File: config.mk
export PLATFORM = sky130hd
export DESIGN_NAME = mem_access_stage
export DESIGN_NICKNAME = d
export VERILOG_FILES = /design/src/rtl/mem_access_stage.sv
export SDC_FILE = /design/constraint.sdc
export NUM_CORES = 1
export LEC_CHECK = 0
export CAP_MARGIN = 15
export CORE_UTILIZATION = 35
export DETAILED_ROUTE_END_ITERATION = 8
export PLACE_DENSITY_LB_ADDON = 0.2
export RECOVER_POWER = 100
export SETUP_SLACK_MARGIN = 0.5
export SLEW_MARGIN = 40
export SYNTH_ARGS = -nofsm -noshare
export SYNTH_HDL_FRONTEND = slang
export SYNTH_SLANG_ARGS = --single-unit
export TNS_END_PERCENT = 30
File: constraint.sdc
create_clock -name clk_i -period 4.5 [get_ports clk_i]
set_input_delay 1.125 -clock clk_i [delete_from_list [all_inputs] [get_ports clk_i]]
set_output_delay 1.125 -clock clk_i [all_outputs]
set_load 0.02 [all_outputs]
File: src/rtl/mem_access_stage.sv
// MEM stage: turns EX/MEM loads/stores into a req/ack bus transaction, stalls the pipe
// meanwhile and registers the MEM/WB outputs. Optional misalignment trap: MISALIGN_TRAP_EN.
module mem_access_stage #(
    parameter int TIMEOUT_CYCLES = 255
) (
    input  logic        clk_i,
    input  logic        rst_i,
    input  logic [1:0]  WB_i,
    input  logic        MemRead_i,
    input  logic        MemWrite_i,
    input  logic [31:0] Address_i,
    input  logic [31:0] Write_data_i,
    input  logic [4:0]  mux3_result_i,
    output logic        mem_req_o,
    output logic        mem_we_o,
    output logic [31:0] mem_addr_o,
    output logic [31:0] mem_wdata_o,
    input  logic        mem_ack_i,
    input  logic [31:0] mem_rdata_i,
    output logic        stall_o,
    output logic [1:0]  WB_o,
    output logic [31:0] ReadData_o,
    output logic [31:0] ALUResult_o,
    output logic [4:0]  RDaddr_o,
    output logic        bus_err_o,
    output logic        misalign_o
);
    typedef enum logic [1:0] {IDLE, WAIT, DONE} state_t;

    localparam logic [15:0] TO_LAST = 16'(TIMEOUT_CYCLES - 1);

    state_t      state_q, state_d;
    logic [15:0] cnt_q, cnt_d;
    logic        we_q, we_d;
    logic [31:0] addr_q, addr_d;
    logic [31:0] wdata_q, wdata_d;
    logic        is_read_q, is_read_d;
    logic [1:0]  cap_wb_q, cap_wb_d;
    logic [4:0]  cap_rd_q, cap_rd_d;
    logic [31:0] cap_alu_q, cap_alu_d;
    logic [31:0] cap_rdata_q, cap_rdata_d;
    logic        err_q, err_d;
    logic [1:0]  wb_q, wb_d;
    logic [31:0] rdata_q, rdata_d;
    logic [31:0] alu_q, alu_d;
    logic [4:0]  rd_q, rd_d;
    logic        stall;
    logic        access;
    logic        trap;

    assign access = MemRead_i | MemWrite_i;

`ifdef MISALIGN_TRAP_EN
    logic misalign_q, misalign_d;
    assign trap       = access && (Address_i[1:0] != 2'b00);
    assign misalign_d = (state_q == IDLE) && trap;

    always_ff @(posedge clk_i or negedge rst_i) begin
        if (!rst_i) misalign_q <= 1'b0;
        else        misalign_q <= misalign_d;
    end
    assign misalign_o = misalign_q;
`else
    assign trap       = 1'b0;
    assign misalign_o = 1'b0;
`endif

    always_comb begin
        state_d     = state_q;
        cnt_d       = cnt_q;
        we_d        = we_q;
        addr_d      = addr_q;
        wdata_d     = wdata_q;
        is_read_d   = is_read_q;
        cap_wb_d    = cap_wb_q;
        cap_rd_d    = cap_rd_q;
        cap_alu_d   = cap_alu_q;
        cap_rdata_d = cap_rdata_q;
        err_d       = 1'b0;
        wb_d        = wb_q;
        rdata_d     = rdata_q;
        alu_d       = alu_q;
        rd_d        = rd_q;
        stall       = 1'b0;
        case (state_q)
            IDLE: begin
                if (access && !trap) begin
                    // Latch the whole request now; EX/MEM stays frozen but the bus sees flops.
                    stall       = 1'b1;
                    state_d     = WAIT;
                    cnt_d       = '0;
                    we_d        = MemWrite_i;
                    addr_d      = {Address_i[31:2], 2'b00};
                    wdata_d     = Write_data_i;
                    is_read_d   = ~MemWrite_i;
                    cap_wb_d    = WB_i;
                    cap_rd_d    = mux3_result_i;
                    cap_alu_d   = Address_i;
                    cap_rdata_d = '0;
                    wb_d        = 2'b00;
                end else begin
                    wb_d    = trap ? 2'b00 : WB_i;
                    alu_d   = Address_i;
                    rd_d    = mux3_result_i;
                    rdata_d = '0;
                end
            end
            WAIT: begin
                stall = 1'b1;
                wb_d  = 2'b00;
                if (mem_ack_i) begin
                    cap_rdata_d = is_read_q ? mem_rdata_i : '0;
                    state_d     = DONE;
                end else if (cnt_q == TO_LAST) begin
                    err_d   = 1'b1;
                    state_d = DONE;
                end else begin
                    cnt_d = cnt_q + 16'd1;
                end
            end
            DONE: begin
                // Pipe is released this cycle, so the held instruction retires exactly once.
                state_d = IDLE;
                wb_d    = err_q ? 2'b00 : cap_wb_q;
                rdata_d = err_q ? '0 : cap_rdata_q;
                alu_d   = cap_alu_q;
                rd_d    = cap_rd_q;
            end
            default: state_d = IDLE;
        endcase
    end

    always_ff @(posedge clk_i or negedge rst_i) begin
        if (!rst_i) begin
            state_q     <= IDLE;
            cnt_q       <= '0;
            we_q        <= 1'b0;
            addr_q      <= '0;
            wdata_q     <= '0;
            is_read_q   <= 1'b0;
            cap_wb_q    <= '0;
            cap_rd_q    <= '0;
            cap_alu_q   <= '0;
            cap_rdata_q <= '0;
            err_q       <= 1'b0;
            wb_q        <= '0;
            rdata_q     <= '0;
            alu_q       <= '0;
            rd_q        <= '0;
        end else begin
            state_q     <= state_d;
            cnt_q       <= cnt_d;
            we_q        <= we_d;
            addr_q      <= addr_d;
            wdata_q     <= wdata_d;
            is_read_q   <= is_read_d;
            cap_wb_q    <= cap_wb_d;
            cap_rd_q    <= cap_rd_d;
            cap_alu_q   <= cap_alu_d;
            cap_rdata_q <= cap_rdata_d;
            err_q       <= err_d;
            wb_q        <= wb_d;
            rdata_q     <= rdata_d;
            alu_q       <= alu_d;
            rd_q        <= rd_d;
        end
    end

    // Stall is combinational from the inputs, so gate it with reset to keep outputs at 0.
    assign stall_o     = stall & rst_i;
    assign mem_req_o   = (state_q == WAIT);
    assign mem_we_o    = we_q;
    assign mem_addr_o  = addr_q;
    assign mem_wdata_o = wdata_q;
    assign bus_err_o   = err_q;
    assign WB_o        = wb_q;
    assign ReadData_o  = rdata_q;
    assign ALUResult_o = alu_q;
    assign RDaddr_o    = rd_q;
endmodule

==> summary.txt <==
Worst setup path
  • Critical path required time: 3380 ps
  • Worst Reg-to-Reg Cells: 7
  • Crit path cell chain: clkbuf_1, o21ai_0, a21boi_0, dlygate4sd3_1
  • Worst Path Arrival: 2720 ps
  • Crit Reg-Reg Endpoint: cap_rdata_q[16]
  • Max stage delay on crit path: 680 ps
  • WS Path Type: in2out
  • Critical path's slowest cell: dlygate4sd3_1
  • WP buf/inv: 2
  • Setup slack, reg-to-reg: 1090 ps
  • CP startpoint kind: primary input
  • Worst Setup End Kind: output port
  • FF-to-FF Start: state_q[1]
  • Delay-heaviest family, CP: buffers and inverters
  • Peak fanout along the critical path: 7

Cells and area
  • Register area: 0.00488 mm2
  • Synthesis-to-finish area growth: 35.1%
  • Most frequent cells in the layout: dfrtp_1 (195), nand2_1 (184), dlygate4sd3_1 (138)
  • Area of the multi-input gates: 0.00317 mm2
  • Final nets: 1096
  • Final instance area: 0.0116 mm2
  • Fill cells: 2211
  • Leading cell type in the layout, fill and taps excluded: dfrtp_1
  • Layout cell share with drive strength beyond 1: 11.8%
  • Final cell utilization of the core: 48.8%
  • Ant. Diodes: 0

Routing
  • Wire per inst: 15.8 um
  • Via density: 4.68
  • Drt total wl: 20.8 mm
  • 1st-iter DRT viols: 248
  • DR vias: 6146
  • First-pass iteration count of the detailed router: 4
  • Post-route ant nets: 0
  • DR DRC count: 0

Synth
  • Synth Flop Type: dfrtp_1
  • Mapped cell area: 0.00858 mm2
  • #FFs+latches synth: 195
  • Seq/Total Area, Yosys: 56.9%
  • Number of synthesized flops with an enable pin: 0
  • YS warnings: 0
  • Syn Inst Count: 789
  • Syn avg cell area: 10.9 um2
  • Cell variety after synth: 52
  • Synth async-reset ratio: 100%

Clock tree
  • Skew-Pair Late Insertion Delay: 430 ps
  • CTS tree: done
  • CTS Sinks: 195
  • Post-CTS Hold Buffers: 0
  • CTS-repair resized insts: 0
  • CTS clock-pin slew for the worst setup and hold paths: 70 ps
  • CTS root buf: clkbuf_16
  • Post-CTS setup buffers: 0
  • Max Root-Sink Buffers: 2
  • Cts bufs inserted: 17
  • CTS H-Tree Depth: 4

GRT
  • Vias in the first global route: 5904
  • Initial antenna violation count: 1
  • Pin count of the biggest net entering global routing: 139
  • Remaining Overflow, GRT: 0
  • GRT Total Usage: 16.6%
  • First-pass GRT wire length: 31.9 mm

Pwr
  • Power per standard cell area: 664 mW/mm2
  • Maximum vdd drop: 0.000344 V
  • Total power: 0.00770 W
  • P_leak: 4.94 nW

STA
  • Setup TNS: 0 ps
  • Setup Viol. Count Final: 0
  • F_max: 260 MHz
  • Worst-Margin Slew: 1920 ps
  • Relative slew slack: -29.1%
  • Hold Slack: 475 ps
  • Post-route minimum period: 3850 ps
  • Slew Limit Fails: 223
  • Final hold viol count: 0
  • RSZ-0062 raised after global routing: false
  • Worst Clk Skew: 12.1 ps
  • Final period utilization: 85.5%

Run
  • Max Cap Viol: 4

Die
  • Ports: 248
  • Row cnt: 56
  • Starting Density: 36.1%
  • Core area: 0.0238 mm2
  • Die Area: 0.0252 mm2
  • DIE WIDTH: 159 um
  • Die height: 159 um

Place
  • # port buffers: 244
  • RD Place Congestion: 0.802
  • Placed instance area: 0.0111 mm2
  • Final HPWL DP: 13.8 mm

Status
  • Violated checks: capacitance limit, slew limit
  • Status: finished, violations left

Min path
  • Min-Delay Path Class: reg2reg
  • Hold EP: RDaddr_o[4]
  • Hold Path Depth: 2
  • HP Start: RDaddr_o[4]
-- through the flow --
stage / setup slack (ps) / instances
final: 651 / 1314
after global routing: 469 / 1314
after detailed placement: 623 / 1281
after global placement: 636 / 1281
after CTS: 619 / 1313
after floorplan: 1100 / 791
-- kinds of logic after synthesis --
kind of cell | share of synthesized area (%)
mux | 14.0
buf+inv | 6.09
flops | 56.9
fa+ha+maj | 0.875
simple gates | 12.5
compound gates | 9.61
other cells | 0.0437
-- flip-flops by register name, indices dropped and copies added, names as in the netlist --
name	count
bus_err_o	1
cap_rd_q	5
mem_we_o	1
ReadData_o	32
state_q	2
WB_o	2
cap_wb_q	2
cnt_q	16
RDaddr_o	5
cap_rdata_q	32
mem_wdata_o	32
is_read_q	1
cap_alu_q	32
ALUResult_o	32
-- layer usage --
layer | track usage, % | part of all wire [%] | wire [um] | vias to the layer above
met5 | 0 | 0.062 | 13 | -
met4 | 4.81 | 1.1 | 221 | 2
met3 | 4.84 | 7.0 | 1460 | 21
met2 | 26.7 | 47 | 9730 | 165
met1 | 21.6 | 45 | 9400 | 2883
li1 | - | - | - | 3075
-- cell usage after synthesis, types with 2 or more instances --
cell | number | area (um2)
a221o_1 | 7 | 70.1
inv_1 | 8 | 30.0
nand4_1 | 6 | 37.5
a21boi_0 | 2 | 15.0
buf_1 | 3 | 11.3
or3b_1 | 2 | 17.5
o311ai_0 | 5 | 43.8
and3_1 | 2 | 12.5
nand2_1 | 184 | 691
and4_4 | 2 | 22.5
o21ai_0 | 100 | 500
nor3_1 | 15 | 75.1
dfrtp_1 | 195 | 4880
buf_4 | 35 | 263
buf_2 | 22 | 110
a41oi_1 | 2 | 17.5
and2_1 | 2 | 12.5
clkbuf_1 | 22 | 82.6
buf_6 | 2 | 22.5
ha_1 | 6 | 75.1
nor4_1 | 3 | 18.8
nand4b_1 | 2 | 17.5
a21oi_1 | 4 | 20.0
a31oi_1 | 2 | 12.5
nand3_1 | 6 | 30.0
mux2_2 | 71 | 800
o21ai_1 | 8 | 40.0
nor2_1 | 7 | 26.3
mux2i_1 | 40 | 400
a32oi_1 | 2 | 17.5
-- power breakdown --
group	internal, W	switching (W)	total [W]
Clock	0.000771	0.000739	0.00151
Sequential	0.00243	0.000341	0.00277
Combinational	0.00147	0.00195	0.00342
-- final cells by class --
class	instances	area share, %
timing repair buffer	256	21.7
tap	319	3.44
multi-input combinational	503	27.4
inverter	9	0.291
sequential	195	42.1
clock inverter	13	1.18
clock buffer	19	3.91
-- tightest hold or removal path: stages, from the launching register on --
cell	delay (ps)
dfrtp_1	340
nand2_1	40
o21ai_0	60
-- worst max path at each step --
stage,cells past startpoint,startpoint,slack (ps),to
finish,4,MemWrite_i,650,stall_o
global route,4,MemRead_i,470,stall_o
global placement,4,MemWrite_i,640,stall_o
CTS,4,MemWrite_i,620,stall_o
floorplan,4,MemWrite_i,1100,stall_o
detailed placement,4,MemWrite_i,620,stall_o
Note: power is estimated with default switching activity, not from simulation.
